**src/rtl/flash_console_pkg.sv**
```systemverilog
// Shared types and defaults for the flash dump console: FSM states and
// default timing constants used by the controller and its debouncers.
package flash_console_pkg;

  typedef enum logic [2:0] {
    ST_START,
    ST_IDLE,
    ST_REQ,
    ST_WAIT,
    ST_SEND
  } state_e;

  localparam int DEF_DEBOUNCE_CYCLES = 270000;
  localparam int DEF_TIMEOUT_CYCLES  = 1 << 24;

  // Bits needed to count 0..n-1, never less than one.
  function automatic int cnt_w(input int n);
    return (n <= 1) ? 1 : $clog2(n);
  endfunction

endpackage

```
**src/rtl/btn_debounce.sv**
```systemverilog
// Synchronises a raw active-low button and emits a one-cycle pulse when a
// press (1->0) has been stable for DEBOUNCE_CYCLES clocks.
module btn_debounce
  import flash_console_pkg::*;
#(
  parameter int DEBOUNCE_CYCLES = DEF_DEBOUNCE_CYCLES
) (
  input  logic clk,
  input  logic rst_n,
  input  logic btn_n,
  output logic press_pulse
);

  localparam int CW = cnt_w(DEBOUNCE_CYCLES);

  logic          sync1_q, sync1_d;
  logic          sync2_q, sync2_d;
  logic          stable_q, stable_d;
  logic [CW-1:0] cnt_q, cnt_d;
  logic          press_q, press_d;

  always_comb begin
    sync1_d  = btn_n;
    sync2_d  = sync1_q;
    stable_d = stable_q;
    cnt_d    = cnt_q;
    press_d  = 1'b0;
    // Any return to the accepted level restarts the count from zero.
    if (sync2_q != stable_q) begin
      if (cnt_q == CW'(DEBOUNCE_CYCLES - 1)) begin
        stable_d = sync2_q;
        cnt_d    = '0;
        press_d  = ~sync2_q;
      end else begin
        cnt_d = cnt_q + 1'b1;
      end
    end else begin
      cnt_d = '0;
    end
  end

  always_ff @(posedge clk or negedge rst_n) begin
    if (!rst_n) begin
      sync1_q  <= 1'b1;
      sync2_q  <= 1'b1;
      stable_q <= 1'b1;
      cnt_q    <= '0;
      press_q  <= 1'b0;
    end else begin
      sync1_q  <= sync1_d;
      sync2_q  <= sync2_d;
      stable_q <= stable_d;
      cnt_q    <= cnt_d;
      press_q  <= press_d;
    end
  end

  assign press_pulse = press_q;

endmodule

```
**src/rtl/flash_dump_ctrl.sv**
```systemverilog
// Button-driven flash dump controller: steps a burst-aligned address with two
// debounced buttons, reads one burst per step and streams it to the UART.
module flash_dump_ctrl
  import flash_console_pkg::*;
#(
  parameter int ADDR_W          = 24,
  parameter int BURST_LEN       = 1,
  parameter int ADDR_LIMIT      = 1 << 24,
  parameter int DEBOUNCE_CYCLES = DEF_DEBOUNCE_CYCLES,
  parameter int TIMEOUT_CYCLES  = DEF_TIMEOUT_CYCLES,
  parameter int AUTO_START      = 1
) (
  input  logic                   clk,
  input  logic                   rst_n,
  input  logic                   btn_next_n,
  input  logic                   btn_prev_n,
  output logic [ADDR_W-1:0]      flash_addr,
  output logic                   flash_req,
  input  logic [BURST_LEN*8-1:0] flash_data,
  input  logic                   flash_valid,
  output logic [7:0]             tx_data,
  output logic                   tx_valid,
  input  logic                   tx_ready,
  output logic                   busy,
  output logic                   err_timeout
);

  localparam int DW = BURST_LEN * 8;
  localparam int IW = cnt_w(BURST_LEN);
  localparam int TW = cnt_w(TIMEOUT_CYCLES);

  logic press_next, press_prev;

  btn_debounce #(.DEBOUNCE_CYCLES(DEBOUNCE_CYCLES)) u_deb_next (
    .clk         (clk),
    .rst_n       (rst_n),
    .btn_n       (btn_next_n),
    .press_pulse (press_next)
  );

  btn_debounce #(.DEBOUNCE_CYCLES(DEBOUNCE_CYCLES)) u_deb_prev (
    .clk         (clk),
    .rst_n       (rst_n),
    .btn_n       (btn_prev_n),
    .press_pulse (press_prev)
  );

  state_e          state_q, state_d;
  logic [ADDR_W-1:0] addr_q, addr_d;
  logic            req_q, req_d;
  logic            pend_next_q, pend_next_d;
  logic            pend_prev_q, pend_prev_d;
  logic [TW-1:0]   tmo_q, tmo_d;
  logic [DW-1:0]   burst_q, burst_d;
  logic [IW-1:0]   idx_q, idx_d;
  logic [7:0]      tx_data_q, tx_data_d;
  logic            tx_valid_q, tx_valid_d;
  logic            busy_q, busy_d;
  logic            err_q, err_d;

  logic [ADDR_W:0]   addr_sum;
  logic [ADDR_W-1:0] addr_next, addr_prev;
  logic [DW-1:0]     burst_shift;

  always_comb begin
    addr_sum    = {1'b0, addr_q} + (ADDR_W + 1)'(BURST_LEN);
    addr_next   = (addr_sum >= (ADDR_W + 1)'(ADDR_LIMIT)) ? '0 : addr_sum[ADDR_W-1:0];
    addr_prev   = (addr_q == '0) ? ADDR_W'(ADDR_LIMIT - BURST_LEN)
                                 : addr_q - ADDR_W'(BURST_LEN);
    burst_shift = burst_q << 8;
  end

  // UART handshake: a byte transfers on any cycle where tx_valid && tx_ready;
  // tx_valid/tx_data are registered and held unchanged until that happens.
  always_comb begin
    state_d     = state_q;
    addr_d      = addr_q;
    req_d       = 1'b0;
    pend_next_d = pend_next_q;
    pend_prev_d = pend_prev_q;
    tmo_d       = tmo_q;
    burst_d     = burst_q;
    idx_d       = idx_q;
    tx_data_d   = tx_data_q;
    tx_valid_d  = tx_valid_q;
    err_d       = err_q;

    case (state_q)
      ST_START: begin
        if (AUTO_START != 0) begin
          addr_d  = '0;
          req_d   = 1'b1;
          state_d = ST_REQ;
        end else begin
          state_d = ST_IDLE;
        end
      end
      ST_IDLE: begin
        if (pend_next_q ^ pend_prev_q) begin
          addr_d      = pend_next_q ? addr_next : addr_prev;
          pend_next_d = 1'b0;
          pend_prev_d = 1'b0;
          req_d       = 1'b1;
          state_d     = ST_REQ;
        end
      end
      ST_REQ: begin
        tmo_d   = '0;
        state_d = ST_WAIT;
      end
      ST_WAIT: begin
        if (flash_valid) begin
          burst_d    = flash_data;
          idx_d      = '0;
          tx_data_d  = flash_data[DW-1 -: 8];
          tx_valid_d = 1'b1;
          state_d    = ST_SEND;
        end else if (tmo_q == TW'(TIMEOUT_CYCLES - 1)) begin
          err_d   = 1'b1;
          state_d = ST_IDLE;
        end else begin
          tmo_d = tmo_q + 1'b1;
        end
      end
      ST_SEND: begin
        if (tx_valid_q && tx_ready) begin
          if (idx_q == IW'(BURST_LEN - 1)) begin
            tx_valid_d = 1'b0;
            state_d    = ST_IDLE;
          end else begin
            idx_d     = idx_q + 1'b1;
            burst_d   = burst_shift;
            tx_data_d = burst_shift[DW-1 -: 8];
          end
        end
      end
      default: state_d = ST_IDLE;
    endcase

    // New presses merge into the flags; opposite directions cancel out.
    pend_next_d = pend_next_d | press_next;
    pend_prev_d = pend_prev_d | press_prev;
    if (pend_next_d && pend_prev_d) begin
      pend_next_d = 1'b0;
      pend_prev_d = 1'b0;
    end

    busy_d = (state_d != ST_IDLE);
  end

  always_ff @(posedge clk or negedge rst_n) begin
    if (!rst_n) begin
      state_q     <= ST_START;
      addr_q      <= '0;
      req_q       <= 1'b0;
      pend_next_q <= 1'b0;
      pend_prev_q <= 1'b0;
      tmo_q       <= '0;
      burst_q     <= '0;
      idx_q       <= '0;
      tx_data_q   <= '0;
      tx_valid_q  <= 1'b0;
      busy_q      <= 1'b1;
      err_q       <= 1'b0;
    end else begin
      state_q     <= state_d;
      addr_q      <= addr_d;
      req_q       <= req_d;
      pend_next_q <= pend_next_d;
      pend_prev_q <= pend_prev_d;
      tmo_q       <= tmo_d;
      burst_q     <= burst_d;
      idx_q       <= idx_d;
      tx_data_q   <= tx_data_d;
      tx_valid_q  <= tx_valid_d;
      busy_q      <= busy_d;
      err_q       <= err_d;
    end
  end

  assign flash_addr  = addr_q;
  assign flash_req   = req_q;
  assign tx_data     = tx_data_q;
  assign tx_valid    = tx_valid_q;
  assign busy        = busy_q;
  assign err_timeout = err_q;

endmodule

```
**config.mk**
```make
export PLATFORM = sky130hd
export DESIGN_NAME = flash_dump_ctrl
export DESIGN_NICKNAME = d
export VERILOG_FILES = /design/src/rtl/flash_console_pkg.sv /design/src/rtl/btn_debounce.sv /design/src/rtl/flash_dump_ctrl.sv
export SDC_FILE = /design/constraint.sdc
export NUM_CORES = 1
export LEC_CHECK = 0
export ABC_AREA = 0
export CORE_ASPECT_RATIO = 2
export CORE_MARGIN = 2
export CORE_UTILIZATION = 34
export CTS_CLUSTER_SIZE = 20
export DETAILED_ROUTE_END_ITERATION = 6
export PLACE_DENSITY = 0.55
export SLEW_MARGIN = 0
export SYNTH_ARGS = -nofsm -noshare
export SYNTH_HDL_FRONTEND = slang
export SYNTH_SLANG_ARGS = --single-unit
```
**constraint.sdc**
```tcl
create_clock -name clk -period 5.95 [get_ports clk]
set_clock_uncertainty 0.15 [all_clocks]
set_input_delay 0.595 -clock clk [delete_from_list [all_inputs] [get_ports clk]]
set_output_delay 0.595 -clock clk [all_outputs]
set_load 0.03 [all_outputs]
```
==> metrics.md, run 1 <==
| Metric | Value |
|---|---|
| WL met3 | 605 um |
| Crit path DAT | 3.14 ns |
| Status | finished clean |
| Count leader, synth | dfrtp_1 |
| Worst hold path type | in2async |
| Core footprint | 0.0178 mm2 |
| Relative slew slack | 28.1% |
| Max Used Layer | met4 |
| Peak supply drop | 0.139 mV |
| Power per cell area | 196 mW/mm2 |
| Drt total wl | 15800 um |
| Worst Setup SP | tmo_q[0]$_DFFE_PN0P_ |
| Post-cts hold buffer count | 0 |
| Post-CTS Setup Bufs | 0 |
| Final Util | 39.8% |
| Synth unique cells | 62 |
| Synth async-reset ratio | 100% |
| Clock-pin slew on the worst setup and hold paths | 0.08 ns |
| Row count | 69 |
| R2r setup slk | 2.97 ns |
| Ranking of synthesized cells by area | dfrtp_1 42%, xor2_1 5.3%, nor2_1 5.1% |
| Final HPWL DP | 11500 um |
| EDFF count, synth | 0 |
| Drt drc | 0 |
| Multi-input gate area | 0.00316 mm2 |
| Final min period | 2.98 ns |
| Top post-synthesis cells by count | 104 x dfrtp_1, 84 x nor2_1, 54 x nand2_1 |
| Synth area leader | dfrtp_1 |
| Cell count after synthesis | 673 |
| Bufs on Longest Clock Path | 2 |
| I/O Pins | 50 |
| Worst Path Max Fanout | 15 |
| Reg-to-Reg Start | tmo_q[0]$_DFFE_PN0P_ |
| Critical Path RT | 6.10 ns |
| CTS tree | done |
| RSZ-0062 raised after global routing | false |
| Crit Path Class | reg2reg |
| Post-DR wirelength/cell | 17.2 um |
| Root Driver | clkbuf_16 |
| Metal-1 WL | 5920 um |
| Seq/Total Area, Yosys | 45.2% |
| Initial DRC count | 229 |
| Leak | 3.03 nW |
| ANT cells | 0 |
| Max Cap Viol | 0 |
| Clock net sink count | 111 |
| Met2 wire len | 8520 um |
| Num CTS Buffers | 9 |
| Worst Setup EP | tmo_q[0]$_DFFE_PN0P_ |
| PostCTS Resize Cnt | 0 |
| Final ANT Viol Nets | 0 |
| Htree depth | 3 |
| GRT Residual Overflow | 0 |
| Avg Cell Area, Syn | 9.15 um2 |
| Area of the mapped netlist | 0.00616 mm2 |
| Die width | 99.2 um |
| Main synth FF type | dfrtp_1 |
| Die Ht | 194 um |
| Fmax | 335 MHz |
| Area grow syn2layout | 15.0% |
| Count of buffers from port buffering | 49 |
| Setup crit end kind | flip-flop |
| Initial Utilization | 34.6% |
| Hold Fails Final Rpt | 0 |
| Least-Margin Pin Slew | 1.07 ns |
| Nets | 725 |
| Reg2Reg Depth | 7 |
| Antenna violations before repair | 0 |
| Flop and latch count out of synthesis | 111 |
| Final max-slew violation count | 0 |
| Synth top area share | 42.2% |
| Layout cell share with drive strength beyond 1 | 7.19% |
| Die footprint | 0.0193 mm2 |
| Overall Global Routing Usage | 17.0% |
| Clk Latency, worst-skew pair | 0.36 ns |
| Vias in the first global route | 5347 |
| Final setup viols | 0 |
| Post-Syn Nets | 694 |
| First-pass GRT wire length | 26300 um |
| Crit start category | flip-flop |
| Sequential Area | 0.00279 mm2 |
| Tcrit/Tclk final | 50.1% |
| GP Congestion | 0.906 |
| Layout fillers | 1777 |
| 1st-pass router iterations | 5 |
| Pin count of the biggest net entering global routing | 70 |
| Synth warnings | 0 |
| Vias per cell | 5.59 |
| Setup TNS | 0 ns |
| Via count | 5150 |
| R2r endpoint | tmo_q[0]$_DFFE_PN0P_ |
layer usage:
metal  GRT usage (%)  vias up
li1                -     2454
met1            18.1     2514
met2            31.1      139
met3            2.34       43
met4            10.1        0
met5               0        -
cells by family (layout without fill, tap and decap cells):
| group | Yosys count | count (layout) | synth area share (%) |
|---|---|---|---|
| muxes | 10 | 10 | 1.83 |
| AOI/OAI and AO/OA | 119 | 119 | 12.7 |
| xor gates and xnor gates | 67 | 67 | 9.52 |
| adders and majority gates | 7 | 7 | 1.42 |
| buffers and inverters | 52 | 88 | 3.53 |
| and+or+nand+nor | 307 | 307 | 25.8 |
| DFF | 111 | 111 | 45.2 |
sequential cells by signal, summed over array words and instances, names as in the netlist, 3 cells and up:
| signal | count |
|---|---|
| u_deb_prev.cnt_q | 19 |
| u_deb_next.cnt_q | 19 |
| flash_addr | 24 |
| state_q | 3 |
| tx_data | 8 |
| tmo_q | 24 |
final cells by class:
type | count | area share, %
inverter | 18 | 0.954
timing repair buffer | 54 | 7.42
clock buffer | 10 | 3.23
multi-input combinational | 510 | 44.6
tap | 213 | 3.76
sequential | 111 | 39.3
clock inverter | 6 | 0.742
worst max-delay path: stages, from the launching register on:
cell	delay [ns]
dfrtp_1	0.40
ha_1	0.22
nand4_1	0.19
or3_1	0.43
nor4_2	0.94
nor2b_1	0.20
nor2_1	0.22
a22o_1	0.17
worst min path at each step:
stage                              endpoint                          from  cells past startpoint  slack [ns]
6_report         flash_addr[18]$_DFFE_PN0P_                         rst_n                      1        0.08
5_1_grt          flash_addr[18]$_DFFE_PN0P_                         rst_n                      1        0.13
4_1_cts          flash_addr[18]$_DFFE_PN0P_                         rst_n                      1        0.11
3_5_place_dp   u_deb_next.sync2_q$_DFF_PN1_  u_deb_next.sync1_q$_DFF_PN1_                      0        0.20
3_3_place_gp   u_deb_next.sync2_q$_DFF_PN1_  u_deb_next.sync1_q$_DFF_PN1_                      0        0.20
2_1_floorplan       err_timeout$_DFFE_PN0P_                         rst_n                      0        0.15
per-stage QoR:
| stage | cells | setup WS (ns) | hold WS, ns | power [mW] | instance area (um2) |
|---|---|---|---|---|---|
| 6_report | 922 | 2.97 | 0.0834 | 1.39 | 7080 |
| 3_3_place_gp | 906 | 3.06 | 0.198 | 0.812 | 6800 |
| 4_1_cts | 922 | 2.99 | 0.108 | 1.41 | 7080 |
| 5_1_grt | 922 | 2.69 | 0.127 | 1.45 | 7080 |
| 2_1_floorplan | 673 | 3.37 | 0.149 | 0.785 | 6160 |
| 3_5_place_dp | 906 | 3.01 | 0.197 | 0.814 | 6800 |
report_power, final:
part	total (mW)	leakage (nW)	switching (mW)	internal [mW]
registers	0.763	1.50	0.00376	0.760
clock network	0.591	0.132	0.299	0.292
logic	0.0337	1.40	0.0226	0.0111
total	1.39	3.03	0.325	1.06
layout by cell type (no fill, tap or decap), types with 4 or more instances in the layout:
cell type,n
and3_1,19
inv_1,18
a22o_1,5
dfstp_2,7
or3_1,11
buf_4,6
o21ai_0,29
nor4_1,10
nand3_1,47
nor3b_1,5
dfrtp_1,104
ha_1,7
xor2_1,37
nand4_1,18
or4_1,6
a21o_1,8
mux2_2,10
nor2b_1,4
o41ai_1,4
nand2_1,54
nor2_1,84
a21oi_1,28
nor3_1,23
a211oi_1,6
and4_1,4
xnor2_1,30
o21ai_1,4
and2_1,7
clkbuf_16,9
a31oi_1,7
clkdlybuf4s50_1,48
Power figures use the tool's default switching activity.
==> run 2, diff against run 1 <==
--- a/config.mk
+++ b/config.mk
@@ -11,7 +11,7 @@
 export CORE_UTILIZATION = 34
 export CTS_CLUSTER_SIZE = 20
 export DETAILED_ROUTE_END_ITERATION = 6
-export PLACE_DENSITY = 0.55
+export PLACE_DENSITY = 0.57
 export SLEW_MARGIN = 0
 export SYNTH_ARGS = -nofsm -noshare
 export SYNTH_HDL_FRONTEND = slang
==> constraint.sdc (replaced) <==
create_clock -name clk -period 2.7 [get_ports clk]
set_clock_uncertainty 0.15 [all_clocks]
set_input_delay 0.27 -clock clk [delete_from_list [all_inputs] [get_ports clk]]
set_output_delay 0.27 -clock clk [all_outputs]
set_load 0.03 [all_outputs]
==> run 2 against run 1 <==
  * Non-clock buffer count rose by 41
  * Final cell count grew 4.4%
  * Critical path type unchanged
  * Clock power grew 130%
  * Critical endpoint is now flash_addr[16]$_DFFE_PN0P_
  * Combinational power up 140%
==> metrics.md, run 2 (synthesis results as in run 1) <==
| Metric | Value |
|---|---|
| Status | finished clean |
| Htree depth | 3 |
| GRT Residual Overflow | 0 |
| Reg2Reg Depth | 7 |
| Final HPWL DP | 12500 um |
| Critical Path RT | 2.79 ns |
| Post-CTS Setup Bufs | 0 |
| Slowest CP cell | or4_1 |
| WL met3 | 652 um |
| Worst Setup SP | flash_addr[1]$_DFFE_PN0P_ |
| RSZ-0062 raised after global routing | false |
| Met2 wire len | 9090 um |
| Peak supply drop | 0.274 mV |
| Tcrit/Tclk final | 96.8% |
| Initial Utilization | 34.6% |
| Cell Chain, Critical Path | ha_1, nand3_1, or4_1, o31ai_4, buf_4, nor2_2, a221o_1 |
| Power per cell area | 420 mW/mm2 |
| Bufs on Longest Clock Path | 2 |
| R2r endpoint | flash_addr[16]$_DFFE_PN0P_ |
| GP Congestion | 0.892 |
| Antenna violations before repair | 0 |
| Row count | 69 |
| Overall Global Routing Usage | 17.8% |
| Pin count of the biggest net entering global routing | 52 |
| Die width | 99.2 um |
| Worst Path Max Fanout | 7 |
| R2r setup slk | 0.09 ns |
| Root Driver | clkbuf_16 |
| Nets | 766 |
| CTS tree | done |
| Relative slew slack | 54.1% |
| Via count | 5440 |
| Crit path DAT | 2.70 ns |
| Placed instance area | 0.00712 mm2 |
| Post-DR wirelength/cell | 17.3 um |
| Final setup viols | 0 |
| Fin area | 0.00742 mm2 |
| Least-Margin Pin Slew | 0.689 ns |
| Setup crit end kind | flip-flop |
| Leak | 3.25 nW |
| Metal-1 WL | 5970 um |
| Worst hold path type | in2reg |
| Most frequent cells in the layout | 104 x dfrtp_1, 84 x nor2_1, 54 x nand2_1 |
| Initial DRC count | 274 |
| ANT cells | 0 |
| Clk Latency, worst-skew pair | 0.36 ns |
| Crit Path Class | reg2reg |
| Vias in the first global route | 5623 |
| Hold Crit Depth | 1 |
| Vias per cell | 5.65 |
| First-pass GRT wire length | 27300 um |
| Crit start category | flip-flop |
| I/O Pins | 50 |
| Max Used Layer | met4 |
| 1st-pass router iterations | 4 |
| Critical Path Max Stage Delay | 0.56 ns |
| Count of buffers from port buffering | 49 |
| Clock net sink count | 111 |
| Max Cap Viol | 0 |
| Clock-pin slew on the worst setup and hold paths | 0.08 ns |
| Die footprint | 0.0193 mm2 |
| Power, Total | 3.11 mW |
| Drt total wl | 16700 um |
| Core footprint | 0.0178 mm2 |
| Reg-to-Reg Start | flash_addr[1]$_DFFE_PN0P_ |
| Worst Setup EP | flash_addr[16]$_DFFE_PN0P_ |
| Fmax | 383 MHz |
| Setup TNS | 0 ns |
| Layout cell share with drive strength beyond 1 | 12.1% |
| Final ANT Viol Nets | 0 |
| Area grow syn2layout | 20.5% |
| Drt drc | 0 |
| Most common cell after layout, fill and taps aside | dfrtp_1 |
| Die Ht | 194 um |
| Final max-slew violation count | 0 |
| Num CTS Buffers | 9 |
| Hold Fails Final Rpt | 0 |
| Worst hold slack | 0.176 ns |
| Final min period | 2.61 ns |
run 2: cell types whose count changed in the layout (fill, tap and decap cells not counted), sizes merged:
cell         before  now
dlygate4sd3       0    1
inv              21   18
clkinv            1    3
clkbuf           10   11
clkinvlp          2    1
buf               6   46
bufinv            0    1
run 2: worst min-delay path by stage:
stage                                             from                           end  slack (ns)
after global routing                        btn_next_n  u_deb_next.sync1_q$_DFF_PN1_        0.19
after detailed placement  u_deb_next.sync1_q$_DFF_PN1_  u_deb_next.sync2_q$_DFF_PN1_        0.20
after global placement    u_deb_next.sync1_q$_DFF_PN1_  u_deb_next.sync2_q$_DFF_PN1_        0.20
final                                       btn_next_n  u_deb_next.sync1_q$_DFF_PN1_        0.18
after CTS                                   btn_next_n  u_deb_next.sync1_q$_DFF_PN1_        0.16
after floorplan                                  rst_n       err_timeout$_DFFE_PN0P_       -0.18
run 2: stage by stage:
| stage | util [%] | setup slack, ns | cells |
|---|---|---|---|
| after floorplan | - | 0.118 | 673 |
| after global placement | 40.0 | 0.135 | 946 |
| after detailed placement | 40.0 | 0.0581 | 946 |
| after CTS | 41.7 | 0.0259 | 963 |
| after global routing | 41.7 | 0.00472 | 963 |
| final | 41.7 | 0.0866 | 963 |
run 2: final cells by class:
cell class	count	area (um2)
Clock buffer	11	233
Clock inverter	5	60.1
Fill cell	1749	10400
Inverter	18	67.6
Multi-Input combinational cell	510	3160
Sequential cell	111	2790
Tap cell	213	267
Timing Repair Buffer	95	848
run 2: worst max-delay path, delay by kind of cell, from the launching register on:
kind / cells / cell delay [ns]
DFF: 1 / 0.46
adders and majority gates: 1 / 0.23
AOI/OAI and AO/OA: 2 / 0.68
buffers and inverters: 1 / 0.25
and+or+nand+nor: 3 / 0.72
run 2: per-layer routing:
| metal | vias up | global-route usage (%) |
|---|---|---|
| met3 | 57 | 2.41 |
| met4 | 0 | 11.3 |
| met1 | 2674 | 18.3 |
| met5 | - | 0 |
| li1 | 2534 | - |
| met2 | 175 | 32.9 |
run 2: what timing repair did:
| item | CTS | global route |
|---|---|---|
| endpoints found under the setup margin | 0 | 1 |
| endpoints found under the hold margin | 41 | 0 |
| hold buffers | 1 | 0 |
| resized for setup | 0 | 1 |
run 2: power by group:
part	switching, mW	internal [mW]	leakage, nW
sequential	0.00890	1.67	1.50
clock	0.628	0.723	0.140
combinational	0.0506	0.0295	1.62
==> run 3, diff against run 2 <==
--- a/config.mk
+++ b/config.mk
@@ -6,12 +6,14 @@
 export NUM_CORES = 1
 export LEC_CHECK = 0
 export ABC_AREA = 0
+export CELL_PAD_IN_SITES_DETAIL_PLACEMENT = 1
+export CELL_PAD_IN_SITES_GLOBAL_PLACEMENT = 1
 export CORE_ASPECT_RATIO = 2
 export CORE_MARGIN = 2
 export CORE_UTILIZATION = 34
 export CTS_CLUSTER_SIZE = 20
 export DETAILED_ROUTE_END_ITERATION = 6
-export PLACE_DENSITY = 0.57
+export PLACE_DENSITY = 0.7
 export SLEW_MARGIN = 0
 export SYNTH_ARGS = -nofsm -noshare
 export SYNTH_HDL_FRONTEND = slang
==> run 3 against run 2 <==
  * Sequential cell count is the same
  * Die area unchanged
  * Register-to-register slack improved by 0.06 ns
  * Non-clock buffer count grew 3
  * Clock power decreased by 4%
  * Fmax up 2.5%
  * Core utilization up 0.056 points
  * Combinational power rose by 2%
  * Routed wire length is 12% higher
  * Largest power group unchanged
==> metrics.md, run 3 (synthesis results as in run 1) <==
| Metric | Value |
|---|---|
| Setup crit end kind | flip-flop |
| 1st-pass router iterations | 4 |
| Vias in the first global route | 6181 |
| RSZ-0062 raised after global routing | false |
| First-pass GRT wire length | 30800 um |
| Final max-slew violation count | 0 |
| Bufs on Longest Clock Path | 2 |
| GRT Residual Overflow | 0 |
| Initial DRC count | 199 |
| Final min period | 2.55 ns |
| Final HPWL DP | 13900 um |
| Power, Total | 3.05 mW |
| Root Driver | clkbuf_16 |
| Fmax | 392 MHz |
| Overall Global Routing Usage | 20.0% |
| Drt total wl | 18600 um |
| Peak supply drop | 0.312 mV |
| Vias per cell | 5.71 |
| Die footprint | 0.0193 mm2 |
| Htree depth | 3 |
| Antenna violations before repair | 0 |
| Logic pwr share | 2.7% |
| Final ANT Viol Nets | 0 |
| CTS tree | done |
| Least-Margin Pin Slew | 0.634 ns |
| Switching portion of total power | 22.8% |
| Internal | 2.36 mW |
| Max Cap Viol | 0 |
| Drt drc | 0 |
| Num CTS Buffers | 9 |
| Crit start category | flip-flop |
| Row count | 69 |
| Sw Pwr | 696 uW |
| Nets | 769 |
| Die width | 99.2 um |
| Reg power frac | 55.1% |
| Final setup viols | 0 |
| Pin count of the biggest net entering global routing | 56 |
| Clock net sink count | 111 |
| Worst hold slack | 0.175 ns |
| ANT cells | 0 |
| Leak | 3.26 nW |
| Setup TNS | 0 ns |
| Count of buffers from port buffering | 49 |
| Pre-CTS WS | 0.123 ns |
| Worst Path Max Fanout | 7 |
| I/O Pins | 50 |
| Relative slew slack | 57.3% |
| Post-DR wirelength/cell | 19.3 um |
| Via count | 5520 |
| Fin worst setup slack | 0.149 ns |
| Crit Path Class | reg2reg |
| GP Congestion | 0.904 |
| Critical Path RT | 2.79 ns |
| Hold Fails Final Rpt | 0 |
| Most common cell after layout, fill and taps aside | dfrtp_1 |
| Status | finished clean |
| Area grow syn2layout | 20.6% |
| Layout cell share with drive strength beyond 1 | 12.9% |
| Most frequent cells in the layout | 104 x dfrtp_1, 84 x nor2_1, 54 x nand2_1 |
| Layout fillers | 2079 |
| Crit path DAT | 2.64 ns |
| Clk Latency, worst-skew pair | 0.36 ns |
| Core footprint | 0.0178 mm2 |
| Tcrit/Tclk final | 94.5% |
| Die Ht | 194 um |
| Power per cell area | 411 mW/mm2 |
| Clk pwr share | 42.2% |
| Clock-pin slew on the worst setup and hold paths | 0.08 ns |
| Initial Utilization | 34.6% |
| Worst hold path type | in2reg |
## run 3: final timing paths
path | startpoint | end | slack (ns) | depth (start not counted)
min reg2reg | u_deb_prev.sync1_q$_DFF_PN1_ | u_deb_prev.sync2_q$_DFF_PN1_ | 0.20 | 0
max | flash_addr[1]$_DFFE_PN0P_ | flash_addr[16]$_DFFE_PN0P_ | 0.15 | 8
max in group asynchronous | rst_n | u_deb_next.cnt_q[11]$_DFF_PN0_ | 1.37 | 3
min in group asynchronous | rst_n | flash_addr[8]$_DFFE_PN0P_ | 0.27 | 2
min | btn_next_n | u_deb_next.sync1_q$_DFF_PN1_ | 0.18 | 1
max reg2reg | flash_addr[1]$_DFFE_PN0P_ | flash_addr[16]$_DFFE_PN0P_ | 0.15 | 8
## run 3: what timing repair did
item / in CTS / in global routing
endpoints found under the hold margin: 27 / 0
setup endpoints to repair: 0 / 4
gates resized for setup: 0 / 3
hold buffers: 1 / 0
buffers inserted: 0 / 3
## run 3: power by group through the flow
stage	logic, mW	clock network [mW]	registers, mW
floorplan	0.0172	0	1.71
global placement	0.0810	0	1.71
detailed placement	0.0851	0	1.72
CTS	0.0866	1.34	1.68
global route	0.0944	1.40	1.68
finish	0.0817	1.29	1.68
## run 3: routing by layer
layer | wire length [um] | vias up | global-route usage, % | share of wire [%]
met1 | 6550 | 2806 | 20.2 | 35
met3 | 624 | 49 | 2.91 | 3.4
met2 | 10600 | 123 | 38.2 | 57
li1 | - | 2542 | - | -
met4 | 843 | 0 | 10.3 | 4.5
met5 | 0 | - | 0 | 0
## run 3: layout make-up
cell class / count / area [um2] / area share (%)
tap: 213 / 267 / 3.59
timing repair buffer: 98 / 871 / 11.7
inverter: 18 / 67.6 / 0.909
clock buffer: 11 / 243 / 3.27
sequential: 111 / 2790 / 37.5
clock inverter: 5 / 33.8 / 0.455
multi-input combinational: 510 / 3160 / 42.6
## run 3: worst max-delay path, stage by stage (launching register included)
cell	delay, ns
dfrtp_1	0.45
inv_1	0.15
ha_2	0.23
or3b_2	0.52
nor4_4	0.23
nand3_1	0.12
a21oi_1	0.24
nor2_1	0.08
a221o_1	0.26
## run 3: per-stage QoR
stage	utilization [%]	cell area, um2	cells
CTS	41.6	7400	963
global route	41.8	7430	966
global placement	40.0	7120	946
floorplan	-	6160	673
detailed placement	40.0	7120	946
finish	41.8	7430	966
